$ cat src/rtl/request_unit.sv
// request_unit: sequences instruction fetch and data access requests for a
// multi-cycle core, emits the PC-advance pulse and counts retired instructions.
// Ports:
//   CLK, nRST            - clock (rising edge), asynchronous active-low reset
//   ihit, dhit           - instruction / data memory completion strobes
//   dREN, dWEN, halt     - decoded controls of the instruction being fetched
//   imemREN              - instruction fetch request
//   dmemREN, dmemWEN     - data read / write requests (registered access type)
//   pcEN                 - one-cycle retire pulse
//   halted               - sticky halt indication
//   inst_count           - 32-bit retired-instruction counter (wraps)
module request_unit (
  input  logic        CLK,
  input  logic        nRST,
  input  logic        ihit,
  input  logic        dhit,
  input  logic        dREN,
  input  logic        dWEN,
  input  logic        halt,
  output logic        imemREN,
  output logic        dmemREN,
  output logic        dmemWEN,
  output logic        pcEN,
  output logic        halted,
  output logic [31:0] inst_count
);

  typedef enum logic [1:0] {
    IDLE  = 2'd0,
    FETCH = 2'd1,
    DATA  = 2'd2,
    HALT  = 2'd3
  } state_t;

  state_t      r_state;
  state_t      w_next;
  logic        r_rd;
  logic        r_wr;
  logic        r_halted;
  logic [31:0] r_inst_count;
  logic        w_latch;

  // State and datapath registers
  always_ff @(posedge CLK or negedge nRST) begin
    if (!nRST) begin
      r_state      <= IDLE;
      r_rd         <= 1'b0;
      r_wr         <= 1'b0;
      r_halted     <= 1'b0;
      r_inst_count <= 32'd0;
    end else begin
      r_state <= w_next;
      // Capture access type as the memory instruction arrives; a simultaneous
      // read and write request resolves to a write.
      if (w_latch) begin
        r_rd <= dREN & ~dWEN;
        r_wr <= dWEN;
      end
      if (w_next == HALT) begin
        r_halted <= 1'b1;
      end
      if (pcEN) begin
        r_inst_count <= r_inst_count + 32'd1;
      end
    end
  end

  // Next-state and outputs
  always_comb begin
    w_next  = r_state;
    w_latch = 1'b0;
    imemREN = 1'b0;
    dmemREN = 1'b0;
    dmemWEN = 1'b0;
    pcEN    = 1'b0;
    unique case (r_state)
      IDLE: begin
        w_next = FETCH;
      end
      FETCH: begin
        imemREN = 1'b1;
        if (ihit) begin
          if (halt) begin
            w_next = HALT;
          end else if (dREN | dWEN) begin
            w_next  = DATA;
            w_latch = 1'b1;
          end else begin
            pcEN = 1'b1;
          end
        end
      end
      DATA: begin
        // Requests come only from the latched type so they stay stable
        // regardless of what the decoder shows during the wait.
        dmemREN = r_rd;
        dmemWEN = r_wr;
        if (dhit) begin
          pcEN   = 1'b1;
          w_next = FETCH;
        end
      end
      HALT: begin
        w_next = HALT;
      end
      default: begin
        w_next = IDLE;
      end
    endcase
  end

  assign halted     = r_halted;
  assign inst_count = r_inst_count;

endmodule

$ cat config.mk
export PLATFORM = sky130hd
export DESIGN_NAME = request_unit
export DESIGN_NICKNAME = d
export VERILOG_FILES = /design/src/rtl/request_unit.sv
export SDC_FILE = /design/constraint.sdc
export NUM_CORES = 1
export LEC_CHECK = 0
export BUFFER_PORTS_ARGS = -buffer_cell sky130_fd_sc_hd__buf_4
export CELL_PAD_IN_SITES_DETAIL_PLACEMENT = 1
export CELL_PAD_IN_SITES_GLOBAL_PLACEMENT = 1
export CORE_ASPECT_RATIO = 0.8
export CORE_MARGIN = 2
export CORE_UTILIZATION = 43
export CTS_BUF_LIST = sky130_fd_sc_hd__clkbuf_8
export DETAILED_ROUTE_END_ITERATION = 10
export PLACE_DENSITY = 0.83
export REMOVE_ABC_BUFFERS = 1
export SETUP_SLACK_MARGIN = 0.1
export SYNTH_ARGS = -nofsm -noshare
export SYNTH_HDL_FRONTEND = slang
export SYNTH_SLANG_ARGS = --single-unit
$ cat constraint.sdc
create_clock -name CLK -period 2.55 [get_ports CLK]
set_input_delay 0.255 -clock CLK [delete_from_list [all_inputs] [get_ports CLK]]
set_output_delay 0.255 -clock CLK [all_outputs]
set_load 0.03 [all_outputs]
==> results of run 1 <==
[worst register-to-register path: cells and delay by family (launching register included)]
| family | cells | cell delay (ns) |
|---|---|---|
| xor+xnor | 1 | 0.20 |
| simple gates | 2 | 0.85 |
| compound gates | 1 | 0.37 |
| flops | 1 | 0.43 |
| buf+inv | 1 | 0.10 |
| fa+ha+maj | 1 | 0.23 |
[how the worst max path moves through the flow]
stage	from	end	slack [ns]
after global routing	r_state[1]	inst_count[26]	0.15
final	r_state[1]	inst_count[26]	0.30
after global placement	r_state[0]	inst_count[12]	0.44
after CTS	r_state[1]	inst_count[18]	0.32
after floorplan	r_state[1]	inst_count[18]	0.43
after detailed placement	r_state[1]	inst_count[18]	0.38
[layer usage]
metal | part of all wire (%) | vias to the layer above | wire, um
li1 | - | 758 | -
met1 | 47 | 824 | 2510
met2 | 47 | 33 | 2510
met3 | 3.7 | 10 | 199
met4 | 1.7 | 0 | 89
met5 | 0 | - | 0
[area by class of cell]
| type | count | area, um^2 | share of cell area [%] |
|---|---|---|---|
| Inverter | 8 | 30.0 | 1.20 |
| Clock inverter | 2 | 33.8 | 1.35 |
| Multi-Input combinational cell | 133 | 1010 | 40.4 |
| Tap cell | 60 | 75.1 | 2.99 |
| Clock buffer | 6 | 82.6 | 3.29 |
| Sequential cell | 37 | 926 | 36.9 |
| Timing Repair Buffer | 46 | 348 | 13.9 |
[timing repair]
item / in CTS / in global routing
hold buffers: 1 / 0
gates resized for setup: 0 / 1
setup endpoints to repair: 1 / 1
setup buffers: 2 / 0
hold endpoints to repair: 37 / 0
[state kept, by name, indices dropped and copies added (netlist names)]
| name | cells |
|---|---|
| inst_count | 32 |
| r_state | 2 |
| halted | 1 |
| r_rd | 1 |
| r_wr | 1 |
[logic make-up after synthesis]
kind of cell / Yosys count
buf+inv: 15
xor+xnor: 31
fa+ha+maj: 5
flops: 37
simple gates: 83
mux: 1
compound gates: 13
[per-stage QoR]
stage,cells,hold WS (ns),power (mW)
after CTS,292,0.154,1.15
after floorplan,178,-0.0406,0.601
final,292,0.161,1.14
after global routing,292,0.173,1.19
after detailed placement,281,0.248,0.623
after global placement,281,0.249,0.623
[power by group through the flow]
stage                     Combinational (mW)  Clock [mW]  Sequential [mW]
after CTS                             0.0265       0.541            0.586
after floorplan                      0.00284           0            0.598
final                                 0.0254       0.533            0.586
after global placement                0.0255           0            0.598
after detailed placement              0.0254           0            0.598
after global routing                  0.0292       0.572            0.586
[synth_stat cells (all sizes together), types with 2 or more instances]
| cell | instances | share of area [%] |
|---|---|---|
| dfrtp | 37 | 46 |
| xor2 | 28 | 12 |
| nor4 | 16 | 7.3 |
| nand2 | 13 | 2.4 |
| nand4 | 11 | 4.0 |
| inv | 8 | 1.5 |
| nand3 | 8 | 2.2 |
| nor3 | 8 | 2.0 |
| and4 | 7 | 3.0 |
| and3 | 6 | 1.9 |
| buf | 6 | 2.5 |
| nor2 | 6 | 1.2 |
| ha | 5 | 3.1 |
| and2 | 4 | 1.2 |
| o21ai | 3 | 0.74 |
| xnor2 | 3 | 1.3 |
| a21oi | 2 | 0.50 |
| a31oi | 2 | 1.4 |
[placed cells by master, fill, tap and decap left out, types with 4 or more instances in the layout]
cell type and count:
buf_4 45, dfrtp_1 37, xor2_1 28, nand2_1 13
inv_1 9, nand4_1 9, nor4_1 9, nor3_1 8
and4_1 7, nand3_1 7, nor4_2 6, clkbuf_8 6
nor2_1 5, and3_1 5, ha_1 5, and2_1 4
==> run_results.csv, run 1 <==
group,metric,value,unit
sta,min_period_over_period,88.3,%
sta,setup_viol,0,
clocking,cts_buffers,5,
power,p_leak,1.32,nW
worst_setup_path,cp-start-kind,"register",
cells_and_area,final_area,2510,um^2
global_route,track_usage,22.1,%
worst_hold_path,hold_depth,2,
placement,gp_congestion,0.766,
worst_setup_path,critPathKind,"reg -> reg",
drt,dr_total_vias,1625,
sta,rsz0062_at_grt,"false",
clocking,htreeDepth,2,
worst_setup_path,cpPeakStageDelay,0.47,ns
drt,postRouteAntennaNets,0,
power,p_sw_share,20.5,%
worst_hold_path,hp-class,"in -> reg",
logic_synthesis,ys_ff_latch,37,
cells_and_area,fin_util,55.2,%
logic_synthesis,synth-seq-area-share,45.9,%
worst_setup_path,cp.depth,6,
global_route,gr-total-overflow,0,
global_route,grtUsageMet2,32.8,%
worst_setup_path,crit_family,"simple AND/OR/NAND/NOR gates",
power,p_int,910,uW
power,power_frac_seq,51.2,%
worst_setup_path,cpMaxStageDelayCell,"nor4_2",
floorplan,core,4540,um^2
global_route,grt_use_met1,31.7,%
worst_setup_path,cp_num_buf_inv,1,
drt,wl_per_cell,18.2,um
sta,tightestPinTransition,0.669,ns
floorplan,die_area,5260,um^2
placement,dp_slack,0.380,ns
cells_and_area,nNetsFinal,243,
worst_setup_path,cp_data_required_time,2.77,ns
cells_and_area,drive_above_1_share,28.4,%
floorplan,die_w,80.6,um
floorplan,die_h,65.3,um
sta,fin_skew,0.00381,ns
clocking,clkSlewWorstSetupHoldPaths,0.08,ns
logic_synthesis,synth-simple-area-share,26.8,%
floorplan,rows,22,
global_route,grt_pass1_vias,1666,
global_route,grt_max_degree,38,
worst_setup_path,path_max_fanout,15,
logic_synthesis,ys_warn_count,0,
worst_setup_path,reg2reg_from,"r_state[1]",
power,vdd_drop_max,353,uV
logic_synthesis,syn_area,2020,um^2
worst_setup_path,r2r_end,"inst_count[26]",
worst_setup_path,rr_worst_depth,6,
clocking,root_buffer,"clkbuf_8",
drt,dr.first_iter.drc_count,78,
drt,firstDrtPassIters,4,
clocking,clkLatencyLatePin,0.30,ns
worst_setup_path,r2r_slack,0.30,ns
power,comb_power_share,2.2,%
worst_setup_path,crit_arrival,2.47,ns
logic_synthesis,syn_area_per_cell,10.9,um^2
logic_synthesis,synth-compound-area-share,5.96,%
drt,drc,0,
placement,io_buffers,43,
sta,drv_slew,0,
worst_setup_path,cp_cell_sequence,"inv_1 > ha_1 > and3b_1 > a41oi_4 > nor4_2 > xor2_1",
run_status,status,"completed",
sta,max_slew_margin,55.3,%
logic_synthesis,synthFlopType,"dfrtp_1",
sta,finalHoldViolCount,0,
logic_synthesis,synth_edf_count,0,
global_route,gr-max-usage-layer,"met2",
worst_setup_path,critPathCaptureType,"register",
sta,tns,0,ns
logic_synthesis,synthAdderAreaFrac,3.10,%
global_route,use_met3,6.59,%
global_route,grt_pass1_wl,8670,um
power,p_per_area,456,nW/um^2
logic_synthesis,synthMuxAreaShare,0.558,%
floorplan,ios,44,
worst_hold_path,min-delay-start,"dWEN",
logic_synthesis,synth_top_family_by_area,"simple AND/OR/NAND/NOR gates",
clocking,clock_sinks,37,
worst_hold_path,min_delay_worst_endpoint,"r_rd",
logic_synthesis,synth-xor-area-share,13.5,%
power,switching_power,235,uW
sta,fmax,444,MHz
logic_synthesis,synth_async_sr_flop_share,100,%
drt,postRouteWirelength,5310,um
logic_synthesis,syn_inst,185,
sta,setup_slack,0.298,ns
placement,detailed_place_hpwl,3560,um
cells_and_area,diodes,0,
sta,min_period,2.25,ns
floorplan,initial_core_util,44.4,%
drt,drt-vias-per-instance,5.57,
cells_and_area,fillers,522,
power,pwr-share-clk,46.6,%
logic_synthesis,synth_cell_types,39,
run,drv_cap,0,
cells_and_area,areaGrowthSynthToFinish,24.3,%
clocking,cts_tree,"yes",
global_route,antenna_found_initial,0,
clocking,cts_buffer_depth,2,
placement,placed_cell_area,2360,um^2
No activity file was read; power rests on OpenSTA's default activity.
==> run 2: changes to the inputs <==
Settings changed: ABC_CLOCK_PERIOD_IN_PS from default to 2550, CELL_PAD_IN_SITES_DETAIL_PLACEMENT 1 to default, CELL_PAD_IN_SITES_GLOBAL_PLACEMENT 1 to default, CORE_UTILIZATION 43 to 50, CTS_BUF_LIST sky130_fd_sc_hd__clkbuf_8 to sky130_fd_sc_hd__clkbuf_4 sky130_fd_sc_hd__clkbuf_8, PLACE_DENSITY 0.83 to 0.76.
==> run 2 against run 1 <==
  * Combinational power barely moved
  * Critical path depth did not move
  * Largest power group unchanged
  * First-iteration DRC count rose by 50%
  * Clock skew grew 0.0065 ns
  * Critical path type unchanged
  * Hold slack improved by 0.011 ns
==> run_results.csv, run 2 (synthesis results as in run 1) <==
group,metric,value,unit
run_status,status,"completed",
drt,drc,0,
sta,whs,0.172,ns
drt,dr_total_vias,1591,
drt,firstDrtPassIters,4,
floorplan,ios,44,
sta,tightestPinTransition,0.627,ns
sta,setup_slack,0.385,ns
sta,fin_skew,0.0103,ns
sta,min_period,2.17,ns
worst_setup_path,path_max_fanout,15,
drt,postRouteWirelength,4370,um
cells_and_area,largest_reg_flops,32,
clocking,cts_resized,0,
clocking,clock_sinks,37,
clocking,clkSlewWorstSetupHoldPaths,0.08,ns
power,vdd_drop_max,354,uV
global_route,grt_pass1_vias,1554,
power,power,1.15,mW
worst_setup_path,critPathCaptureType,"register",
global_route,track_usage,21.8,%
drt,postRouteAntennaNets,0,
cells_and_area,areaGrowthSynthToFinish,23.9,%
cells_and_area,fin_util,65.3,%
worst_setup_path,critPathKind,"reg -> reg",
floorplan,initial_core_util,52.7,%
clocking,cts_buffers,5,
global_route,grt_pass1_wl,7400,um
global_route,gr-total-overflow,0,
drt,drt-vias-per-instance,5.54,
floorplan,die_area,4560,um^2
drt,wl_per_cell,15.2,um
placement,gp_congestion,0.863,
sta,tns,0,ns
placement,io_buffers,43,
floorplan,die_w,75.0,um
sta,rsz0062_at_grt,"false",
global_route,antenna_found_initial,0,
worst_setup_path,crit_arrival,2.38,ns
floorplan,die_h,60.8,um
cells_and_area,drive_above_1_share,28.4,%
worst_setup_path,cp_cell_sequence,"inv_1 > ha_1 > and3b_1 > a41oi_4 > nor4_1 > xor2_1",
cells_and_area,final_common_cell,"buf_4",
clocking,clkLatencyLatePin,0.29,ns
sta,fmax,462,MHz
cells_and_area,nNetsFinal,243,
cells_and_area,fillers,310,
worst_setup_path,cp-start-kind,"register",
worst_setup_path,cp_data_required_time,2.76,ns
run,drv_cap,0,
worst_setup_path,cpMaxStageDelayCell,"nor4_1",
floorplan,rows,20,
sta,max_slew_margin,58.1,%
global_route,grt_max_degree,38,
sta,finalHoldViolCount,0,
cells_and_area,diodes,0,
placement,dp_slack,0.392,ns
worst_setup_path,cpPeakStageDelay,0.43,ns
power,p_per_area,460,nW/um^2
clocking,cts_buffer_depth,2,
worst_hold_path,hp-class,"in -> reg",
clocking,htreeDepth,2,
power,p_leak,1.32,nW
worst_setup_path,cp_num_buf_inv,1,
clocking,cts_tree,"yes",
floorplan,core,3830,um^2
cells_and_area,final_cell_mix,"45 x buf_4, 37 x dfrtp_1, 28 x xor2_1, 13 x nand2_1, 10 x nor4_1",
clocking,root_buffer,"clkbuf_8",
sta,min_period_over_period,84.9,%
sta,drv_slew,0,
drt,dr.first_iter.drc_count,117,
sta,setup_viol,0,
worst_setup_path,crit_family,"simple AND/OR/NAND/NOR gates",
placement,detailed_place_hpwl,3140,um
==> run 2: metrics by stage <==
stage               instances  area (um^2)
floorplan                 178         1960
global placement          276         2350
detailed placement        276         2350
CTS                       285         2480
global route              287         2500
finish                    287         2500
==> run 2: area by class of cell <==
| class | instances | area (um^2) | share of cell area, % |
|---|---|---|---|
| inverter | 8 | 30.0 | 1.20 |
| tap | 55 | 68.8 | 2.75 |
| multi-input combinational | 133 | 1010 | 40.3 |
| clock buffer | 7 | 90.1 | 3.61 |
| sequential | 37 | 926 | 37.1 |
| timing repair buffer | 46 | 348 | 13.9 |
| clock inverter | 1 | 30.0 | 1.20 |
==> run 2: timing repair <==
item | CTS | global route
setup endpoints to repair | 0 | 1
setup buffers | 0 | 2
hold buffers | 1 | 0
hold endpoints to repair | 37 | 0
==> run 2: worst paths after layout <==
check	startpoint	end	slack, ns	cells past startpoint
hold / removal	dWEN	r_rd	0.17	2
min in group asynchronous	nRST	inst_count[3]	0.46	2
setup reg to reg	r_state[1]	inst_count[18]	0.38	6
setup / recovery	r_state[1]	inst_count[18]	0.38	6
max in group asynchronous	nRST	inst_count[10]	1.76	2
hold reg to reg	halted	halted	0.46	1
==> run 2: routing by layer <==
layer	part of all wire, %	track usage (%)	vias up
li1	-	-	761
met1	49	31.0	779
met5	0	0	-
met4	1.4	9.44	0
met2	45	32.6	44
met3	4.9	4.49	7
==> run 2: report_power, final <==
| group | switching, mW | leakage (nW) | internal [mW] |
|---|---|---|---|
| Clock | 0.207 | 0.0619 | 0.330 |
| Combinational | 0.0169 | 0.760 | 0.00829 |
| Sequential | 0 | 0.496 | 0.586 |
